<file path="config.mk">
export PLATFORM = sky130hd
export DESIGN_NAME = rgb_lookup_arbiter_flat
export DESIGN_NICKNAME = d
export VERILOG_FILES = /design/src/rtl/rgb_lookup_arbiter_if.sv /design/src/rtl/rgb_lookup_arbiter.sv /design/src/flat_wrapper.sv
export SDC_FILE = /design/constraint.sdc
export NUM_CORES = 1
export LEC_CHECK = 0
export CAP_MARGIN = 40
export CORE_AREA = 2 2 73 75
export DETAILED_ROUTE_END_ITERATION = 6
export DIE_AREA = 0 0 75 77
export HOLD_SLACK_MARGIN = 0.03
export MAX_ROUTING_LAYER = met4
export PLACE_DENSITY_LB_ADDON = 0.3
export RECOVER_POWER = 50
export SLEW_MARGIN = 0
export SYNTH_ARGS = -nofsm -noshare
export SYNTH_HDL_FRONTEND = slang
export SYNTH_SLANG_ARGS = --single-unit
</file>
<file path="constraint.sdc">
create_clock -name clk -period 2.1 [get_ports clk]
set_input_delay 0.42 -clock clk [delete_from_list [all_inputs] [get_ports clk]]
set_output_delay 0.42 -clock clk [all_outputs]
set_load 0.005 [all_outputs]
</file>
<file path="src/rtl/rgb_lookup_arbiter_if.sv">
// Requester, response and memory-side signals of the shared RGB lookup port.
// Latency: none (wiring only).
// Backpressure: reqN_ready qualifies reqN_valid; responses are unthrottled pulses.
interface rgb_lookup_arbiter_if;
    logic        req0_valid;
    logic [2:0]  req0_colour;
    logic        req0_ready;
    logic        req1_valid;
    logic [2:0]  req1_colour;
    logic        req1_ready;
    logic        rsp0_valid;
    logic [23:0] rsp0_rgb;
    logic        rsp1_valid;
    logic [23:0] rsp1_rgb;
    logic        mem_en;
    logic [2:0]  mem_addr;
    logic [23:0] mem_dout;
    logic        busy;

    // Arbiter side.
    modport slave (
        input  req0_valid, req0_colour, req1_valid, req1_colour, mem_dout,
        output req0_ready, req1_ready, rsp0_valid, rsp0_rgb, rsp1_valid, rsp1_rgb,
               mem_en, mem_addr, busy
    );

    // Requesters plus memory side.
    modport master (
        output req0_valid, req0_colour, req1_valid, req1_colour, mem_dout,
        input  req0_ready, req1_ready, rsp0_valid, rsp0_rgb, rsp1_valid, rsp1_rgb,
               mem_en, mem_addr, busy
    );
endinterface

</file>
<file path="src/rtl/rgb_lookup_arbiter.sv">
// Round-robin share of one 8-entry colour->RGB memory between two requesters.
// Latency: response pulse RD_LATENCY+2 cycles after the accepting handshake.
// Backpressure: one lookup in flight; ready only in IDLE, to the granted requester.
module rgb_lookup_arbiter #(
    parameter int RD_LATENCY = 1
) (
    input  logic                 clk,
    input  logic                 rst,
    rgb_lookup_arbiter_if.slave  bus
);
    typedef enum logic [1:0] {IDLE, READ, WAIT, RESP} state_t;

    // Final value of the WAIT counter, at which mem_dout is valid.
    localparam logic [1:0] LAST_CNT = 2'(RD_LATENCY - 1);

    state_t      state;
    state_t      state_nxt;
    logic        last_grant;
    logic        grant_id;
    logic [1:0]  count;
    logic        mem_en_q;
    logic [2:0]  mem_addr_q;
    logic [23:0] rgb0;
    logic [23:0] rgb1;
    logic        ready0;
    logic        ready1;
    logic        xfer0;
    logic        xfer1;
    logic        rd_done;

    // Arbitration: a lone valid wins; on a tie the requester not granted last time wins.
    always_comb begin
        ready0 = 1'b0;
        ready1 = 1'b0;
        if (!rst && state == IDLE) begin
            ready0 = bus.req0_valid && (!bus.req1_valid || last_grant);
            ready1 = bus.req1_valid && (!bus.req0_valid || !last_grant);
        end
    end

    assign xfer0   = bus.req0_valid && ready0;
    assign xfer1   = bus.req1_valid && ready1;
    assign rd_done = (count == LAST_CNT);

    // Next-state logic for the single-lookup sequencer.
    always_comb begin
        state_nxt = state;
        case (state)
            IDLE:    if (xfer0 || xfer1) state_nxt = READ;
            READ:    state_nxt = WAIT;
            WAIT:    if (rd_done) state_nxt = RESP;
            RESP:    state_nxt = IDLE;
            default: state_nxt = IDLE;
        endcase
    end

    // State register.
    always_ff @(posedge clk) begin
        if (rst) state <= IDLE;
        else     state <= state_nxt;
    end

    // Datapath: launch the memory read on acceptance, count out the latency, capture data.
    always_ff @(posedge clk) begin
        if (rst) begin
            mem_en_q   <= 1'b0;
            mem_addr_q <= 3'd0;
            last_grant <= 1'b1;
            grant_id   <= 1'b0;
            count      <= 2'd0;
            rgb0       <= 24'd0;
            rgb1       <= 24'd0;
        end else begin
            // The enable is a single-cycle pulse covering the READ cycle only.
            mem_en_q <= 1'b0;
            case (state)
                IDLE: begin
                    if (xfer0) begin
                        mem_en_q   <= 1'b1;
                        mem_addr_q <= bus.req0_colour;
                        grant_id   <= 1'b0;
                        last_grant <= 1'b0;
                    end else if (xfer1) begin
                        mem_en_q   <= 1'b1;
                        mem_addr_q <= bus.req1_colour;
                        grant_id   <= 1'b1;
                        last_grant <= 1'b1;
                    end
                end
                READ: count <= 2'd0;
                WAIT: begin
                    count <= count + 2'd1;
                    if (rd_done) begin
                        if (grant_id) rgb1 <= bus.mem_dout;
                        else          rgb0 <= bus.mem_dout;
                    end
                end
                default: ;
            endcase
        end
    end

    assign bus.req0_ready = ready0;
    assign bus.req1_ready = ready1;
    assign bus.rsp0_valid = (state == RESP) && !grant_id;
    assign bus.rsp1_valid = (state == RESP) &&  grant_id;
    assign bus.rsp0_rgb   = rgb0;
    assign bus.rsp1_rgb   = rgb1;
    assign bus.mem_en     = mem_en_q;
    assign bus.mem_addr   = mem_addr_q;
    assign bus.busy       = (state != IDLE);
endmodule

</file>
<file path="src/flat_wrapper.sv">
// flat-port wrapper written by rule: the top's interface ports become plain ports
module rgb_lookup_arbiter_flat 
#(
    parameter int RD_LATENCY = 1
)
  (clk, rst, bus_req0_valid, bus_req0_colour, bus_req1_valid, bus_req1_colour, bus_mem_dout, bus_req0_ready, bus_req1_ready, bus_rsp0_valid, bus_rsp0_rgb, bus_rsp1_valid, bus_rsp1_rgb, bus_mem_en, bus_mem_addr, bus_busy);
  rgb_lookup_arbiter_if bus_i ();
  input  logic clk;
  input  logic rst;
  input wire logic [$bits(bus_i.req0_valid)-1:0] bus_req0_valid;
  input wire logic [$bits(bus_i.req0_colour)-1:0] bus_req0_colour;
  input wire logic [$bits(bus_i.req1_valid)-1:0] bus_req1_valid;
  input wire logic [$bits(bus_i.req1_colour)-1:0] bus_req1_colour;
  input wire logic [$bits(bus_i.mem_dout)-1:0] bus_mem_dout;
  output wire logic [$bits(bus_i.req0_ready)-1:0] bus_req0_ready;
  output wire logic [$bits(bus_i.req1_ready)-1:0] bus_req1_ready;
  output wire logic [$bits(bus_i.rsp0_valid)-1:0] bus_rsp0_valid;
  output wire logic [$bits(bus_i.rsp0_rgb)-1:0] bus_rsp0_rgb;
  output wire logic [$bits(bus_i.rsp1_valid)-1:0] bus_rsp1_valid;
  output wire logic [$bits(bus_i.rsp1_rgb)-1:0] bus_rsp1_rgb;
  output wire logic [$bits(bus_i.mem_en)-1:0] bus_mem_en;
  output wire logic [$bits(bus_i.mem_addr)-1:0] bus_mem_addr;
  output wire logic [$bits(bus_i.busy)-1:0] bus_busy;
  assign bus_i.req0_valid = bus_req0_valid;
  assign bus_i.req0_colour = bus_req0_colour;
  assign bus_i.req1_valid = bus_req1_valid;
  assign bus_i.req1_colour = bus_req1_colour;
  assign bus_i.mem_dout = bus_mem_dout;
  assign bus_req0_ready = bus_i.req0_ready;
  assign bus_req1_ready = bus_i.req1_ready;
  assign bus_rsp0_valid = bus_i.rsp0_valid;
  assign bus_rsp0_rgb = bus_i.rsp0_rgb;
  assign bus_rsp1_valid = bus_i.rsp1_valid;
  assign bus_rsp1_rgb = bus_i.rsp1_rgb;
  assign bus_mem_en = bus_i.mem_en;
  assign bus_mem_addr = bus_i.mem_addr;
  assign bus_busy = bus_i.busy;
  rgb_lookup_arbiter #(.RD_LATENCY(RD_LATENCY)) u_core (.clk(clk), .rst(rst), .bus(bus_i));
endmodule
</file>
==> results of run 1 <==
[flip-flops by register name (all words and copies together), names as in the netlist]
name and count:
u_core.bus.rsp1_rgb 24, u_core.bus.mem_en 1, u_core.bus.rsp0_rgb 24, u_core.bus.mem_addr 3, u_core.count 2, u_core.last_grant 1
u_core.state 2, u_core.grant_id 1
[stage by stage]
step / hold slack (ns) / std cells
6_report: 0.4488 / 455
5_1_grt: 0.4758 / 455
4_1_cts: 0.4545 / 450
3_5_place_dp: 0.4463 / 434
3_3_place_gp: 0.4417 / 434
2_1_floorplan: 0.4453 / 277
[worst min-delay path: cells and delay by family, from the launching register on]
family,cells,cell delay [ns]
AO/OA/AOI/OAI,1,0.05
flip-flops,1,0.30
AND/OR/NAND/NOR,1,0.05
[synth_stat cells, types with 2 or more instances]
master	instances
nand3_1	2
nor3_1	6
buf_2	11
dfxtp_1	58
nor2_1	3
clkbuf_1	6
inv_1	7
and3_1	2
nand2_1	100
nor2b_1	3
ha_1	5
a21oi_1	54
a2111oi_2	3
[layout make-up]
class	count	area, um2
Tap cell	70	87.58
Clock inverter	2	35.03
Multi-Input combinational cell	195	999.7
Sequential cell	58	1164
Inverter	7	26.28
Clock buffer	14	162.7
Fill cell	413	1448
Timing Repair Buffer	109	1055
[cell families after synthesis]
family                     synth area share
and+or+nand+nor                      0.2391
AOI/OAI and AO/OA                    0.1587
DFF                                  0.5184
buffers and inverters               0.04637
adders and majority gates           0.02793
muxes                              0.009497
[metal layers]
metal,GRT usage,vias to the layer above,share of wire
li1,-,1113,-
met1,0.2438,1015,0.42
met2,0.3632,64,0.52
met3,0.08279,6,0.049
met4,0.07321,0,0.011
met5,-,-,0
[how the worst max path moves through the flow]
stage | from | endpoint | slack (ns) | depth (start not counted)
global route | u_core.state[0]$_SDFFE_PP0P_ | u_core.bus.rsp0_rgb[6]$_SDFFE_PP0P_ | 0.02 | 8
finish | u_core.state[1]$_SDFFE_PP0P_ | bus_busy | 0.09 | 5
floorplan | u_core.state[0]$_SDFFE_PP0P_ | bus_req0_ready | 0.58 | 5
detailed placement | bus_req1_valid | bus_req0_ready | -0.15 | 5
CTS | u_core.state[0]$_SDFFE_PP0P_ | bus_req1_ready | -0.07 | 5
global placement | bus_req1_valid | bus_req0_ready | -0.11 | 5
[timing repair]
item | in CTS | in global routing
pin swaps | 1 | 1
resized for setup | 9 | 3
buffers inserted | 0 | 5
setup endpoints to repair | 3 | 1
cloned | 0 | 0
[power by group through the flow]
stage / Combinational (mW) / Clock [mW] / Sequential (mW)
2_1_floorplan: 0.492 / 0 / 1.34
3_3_place_gp: 0.986 / 0 / 1.34
3_5_place_dp: 1.01 / 0 / 1.34
4_1_cts: 1.06 / 1.04 / 1.33
5_1_grt: 1.18 / 1.10 / 1.34
6_report: 1.07 / 1.02 / 1.32
==> summary.md, run 1 <==
| Metric | Value |
|---|---|
| Sw frac | `0.2843` |
| Fin area | `3530 um2` |
| Via count | `2198` |
| Area added between synthesis and finish | `57.60%` |
| Max-Cap Viols | `0` |
| First-pass GRT wire length | `9418 um` |
| Root Driver | `clkbuf_8` |
| Critical Path Sink Type | `primary output` |
| Pint | `2.441 mW` |
| Post-synth ARST share | `0` |
| IO buf count | `90` |
| Initial antenna violation count | `0` |
| CTS HTree Levels | `3` |
| Ordered cell list for the critical path | `inv_2, ha_4, buf_4, inv_1, clkdlybuf4s50_1` |
| Leakage power | `1.454 nW` |
| EDFF count, synth | `0` |
| Crit path buffers/inverters | `4` |
| WP data required | `1.68 ns` |
| Cts hold-fix bufs | `0` |
| R2R Path Start | `u_core.state[0]$_SDFFE_PP0P_` |
| Final Util | `0.7092` |
| Worst hold path depth | `2` |
| Ys Warns | `0` |
| Final Cycle Share | `0.9580` |
| Fmax | `497.1 MHz` |
| HP Start | `u_core.bus.rsp0_rgb[4]$_SDFFE_PP0P_` |
| # IOs | `91` |
| Reg2reg end | `u_core.bus.rsp0_rgb[6]$_SDFFE_PP0P_` |
| Reg2Reg Depth | `8` |
| Mapped Cells | `277` |
| Skew-Pair Late Insertion Delay | `0.33 ns` |
| Share of cells above drive strength 1 | `0.1247` |
| Hold Fails Final Rpt | `0` |
| Max Clock Skew | `0.005868 ns` |
| Synth Flop Type | `dfxtp_1` |
| Global-route usage over all layers | `0.2215` |
| CTS tree | `done` |
| Number of synthesized register bits | `58` |
| Most common cell after layout, fill and taps aside | `nand2_1` |
| Startpoint types | `flip-flop` |
| Wire length per cell | `13.04 um` |
| Final wirelength | `5932 um` |
| Slew headroom | `0.2342` |
| Worst Path Arrival | `1.59 ns` |
| Worst-path clk slew | `0.06 ns` |
| Pre-CTS setup slack | `-0.1464 ns` |
| Combinational Power Share | `0.315` |
| Number of antenna diodes | `0` |
| Critical path's top delay family | `buffers and inverters` |
| Syn Area/Cell | `8.085 um2` |
| Power share of the clock group | `0.298` |
| Worst-path cell with the longest stage delay | `clkdlybuf4s50_1` |
| Netlist area before placement | `2240 um2` |
| Worst Hold Class | `reg -> reg` |
| Period minus WS final | `2.012 ns` |
| Placer congestion estimate | `0.8643` |
| ANT nets after route | `0` |
| Post-synthesis cell type count | `30` |
| Synth area leader | `dfxtp_1` |
| Clock buffer depth | `2` |
| Slowest stage delay, CP | `0.49 ns` |
| Max FO, Critical Path | `5` |
| Syn Nets | `316` |
| Initial Util | `0.4500` |
| Top-area cell type share of the netlist area | `0.5184` |
| Status | `completed` |
| Sequential fraction of the synthesis area | `0.5184` |
| Via-per-instance ratio | `4.831` |
| Core footprint | `4977 um2` |
| Sequential power share | `0.388` |
| Dpl cell area | `3276 um2` |
| Worst-margin pin slew | `1.149 ns` |
| Flop2flop setup slack | `0.19 ns` |
| Hold Path Sink | `u_core.bus.rsp0_rgb[4]$_SDFFE_PP0P_` |
| Synth area leaders | `dfxtp_1, nand2_1, a21oi_1` |
| Die W | `75 um` |
| Most frequent cells in the layout | `nand2_1, dfxtp_1, a21oi_1, clkdlybuf4s50_1, dlygate4sd3_1` |
| Power density cells | `966.3 nW/um2` |
| Final Max Tran Viols | `0` |
| Num rows | `26` |
| Post-DP HPWL | `4189 um` |
| DRC Markers | `0` |
| Clock sink total | `58` |
| Full die area | `5775 um2` |
| Largest net degree at the start of global routing | `57` |
| Vias in the first global route | `2086` |
| Layout Nets | `419` |
| Max VDD drop | `595.2 uV` |
| Final worst-path setup slack | `0.08827 ns` |
| Final setup violation count | `0` |
| First-pass detailed-route iteration total | `4` |
| Die Y-Extent | `77 um` |
| Number of CTS-inserted buffers | `9` |
| Drt initial violations | `107` |
| Crit Path Class | `reg -> out` |
| Sw power | `0.9696 mW` |
| Total global routing overflow | `0` |
| Post-route total power | `3.411 mW` |
| RSZ-0062 raised after global routing | `no` |
| Setup TNS | `0 ns` |
(Power assumes the default switching activity.)
==> run 2, diff against run 1 <==
--- a/config.mk
+++ b/config.mk
@@ -13,7 +13,9 @@
 export MAX_ROUTING_LAYER = met4
 export PLACE_DENSITY_LB_ADDON = 0.3
 export RECOVER_POWER = 50
+export REMOVE_ABC_BUFFERS = 1
 export SLEW_MARGIN = 0
 export SYNTH_ARGS = -nofsm -noshare
 export SYNTH_HDL_FRONTEND = slang
 export SYNTH_SLANG_ARGS = --single-unit
+export TNS_END_PERCENT = 10
==> summary.md, run 2 (same netlist as run 1, synthesis figures left out) <==
| Metric | Value |
|---|---|
| Die Y-Extent | `77 um` |
| Root Driver | `clkbuf_8` |
| Num rows | `26` |
| Slew headroom | `0.6456` |
| CTS HTree Levels | `3` |
| Number of CTS-inserted buffers | `9` |
| # fillers | `426` |
| Max-Cap Viols | `0` |
| Placer congestion estimate | `0.7957` |
| Drt initial violations | `111` |
| WP data required | `1.68 ns` |
| Met3 WL | `286 um` |
| Largest net degree at the start of global routing | `54` |
| First-pass GRT wire length | `9494 um` |
| Number of antenna diodes | `0` |
| Crit Path Class | `reg -> out` |
| Setup TNS | `0 ns` |
| Clock sink total | `58` |
| Power density cells | `990.6 nW/um2` |
| Ordered cell list for the critical path | `inv_1, ha_4, buf_4, inv_1, clkdlybuf4s50_1` |
| CTS tree | `done` |
| Core footprint | `4977 um2` |
| Worst Hold Class | `reg -> reg` |
| First-pass detailed-route iteration total | `4` |
| Wire length per cell | `13.05 um` |
| Max FO, Critical Path | `4` |
| Max VDD drop | `671.1 uV` |
| Die W | `75 um` |
| # IOs | `91` |
| Skew-Pair Late Insertion Delay | `0.32 ns` |
| Worst-path clk slew | `0.06 ns` |
| Final wirelength | `5871 um` |
| DRC Markers | `0` |
| Total global routing overflow | `0` |
| Status | `completed` |
| Via count | `2201` |
| Initial antenna violation count | `0` |
| Final Max Tran Viols | `0` |
| Worst-margin pin slew | `0.5316 ns` |
| Hold slack | `0.4481 ns` |
| Vias in the first global route | `2082` |
| Final Cycle Share | `0.9640` |
| Via-per-instance ratio | `4.891` |
| Critical path's top delay family | `buffers and inverters` |
| Most common cell after layout, fill and taps aside | `nand2_1` |
| Critical Path Sink Type | `primary output` |
| M1 WL | `2410 um` |
| Slowest stage delay, CP | `0.49 ns` |
| Reg area | `1162 um2` |
| Worst Path Arrival | `1.60 ns` |
| Clock buffer depth | `2` |
| Startpoint types | `flip-flop` |
| Cts hold-fix bufs | `0` |
| CP dominant cell by count | `inv_1` |
| Area added between synthesis and finish | `55.53%` |
| Met2 routed WL | `2991 um` |
| Multi-input gate area | `999.7 um2` |
| IO buf count | `90` |
| Hold Fails Final Rpt | `0` |
| ANT nets after route | `0` |
| Max Clock Skew | `0.007006 ns` |
| Layout Nets | `414` |
| Leakage power | `1.429 nW` |
| Initial Util | `0.4500` |
| Full die area | `5775 um2` |
| DR top layer | `met4` |
| Most frequent cells in the layout | `nand2_1, dfxtp_1, a21oi_1, clkdlybuf4s50_1, dlygate4sd3_1` |
| Final setup violation count | `0` |
| Post-DP HPWL | `4077 um` |
| Period minus WS final | `2.024 ns` |
| Crit path buffers/inverters | `4` |
| Global-route usage over all layers | `0.2199` |
| Worst-path cell with the longest stage delay | `clkdlybuf4s50_1` |
| Fmax | `494.0 MHz` |
| Share of cells above drive strength 1 | `0.1158` |
[run 2: stage by stage]
stage | std cells | utilization | total power, mW | setup slack [ns] | instance area [um2]
3_3_place_gp | 432 | 0.6501 | 2.291 | -0.1051 | 3236
6_report | 450 | 0.6998 | 3.451 | 0.07568 | 3483
2_1_floorplan | 260 | - | 1.786 | 0.5790 | 2162
5_1_grt | 450 | 0.6998 | 3.650 | -0.0002348 | 3483
3_5_place_dp | 432 | 0.6501 | 2.327 | -0.1586 | 3236
4_1_cts | 449 | 0.6981 | 3.498 | -0.07766 | 3475
[run 2: layout make-up]
type                       count  share of cell area
sequential                    58              0.3337
multi-input combinational    195              0.2870
timing repair buffer         104              0.2841
clock buffer                  10             0.03951
tap                           70             0.02514
clock inverter                 6             0.02299
inverter                       7            0.007543
[run 2: path summary, 6_finish.rpt]
kind / start / to / slack, ns / cells past startpoint
max: u_core.state[1]$_SDFFE_PP0P_ / bus_busy / 0.08 / 5
min: u_core.bus.rsp0_rgb[1]$_SDFFE_PP0P_ / u_core.bus.rsp0_rgb[1]$_SDFFE_PP0P_ / 0.45 / 2
max reg2reg: u_core.state[0]$_SDFFE_PP0P_ / u_core.bus.rsp1_rgb[2]$_SDFFE_PP0P_ / 0.39 / 7
min reg2reg: u_core.bus.rsp0_rgb[1]$_SDFFE_PP0P_ / u_core.bus.rsp0_rgb[1]$_SDFFE_PP0P_ / 0.45 / 2
[run 2: power breakdown]
part	leakage (nW)	switching [mW]	total (mW)	internal, mW
clock network	0.116	0.420	1.11	0.692
logic	0.842	0.476	1.02	0.545
registers	0.470	0.0775	1.32	1.24
total	1.43	0.974	3.45	2.48
[run 2: routing by layer]
metal	GRT usage	up-vias
li1	-	1106
met1	0.2564	1020
met2	0.3447	59
met3	0.05519	16
met4	0.1107	0
met5	-	-
[run 2: worst min-delay path: stages (launching register included)]
cell and delay [ns]:
dfxtp_1 0.30, nand2_1 0.05, a21oi_1 0.05
[run 2: what timing repair did]
item                       CTS  global route
pin swaps                    0             1
setup buffers                1             1
resized for setup            8             5
setup endpoints to repair    3             2
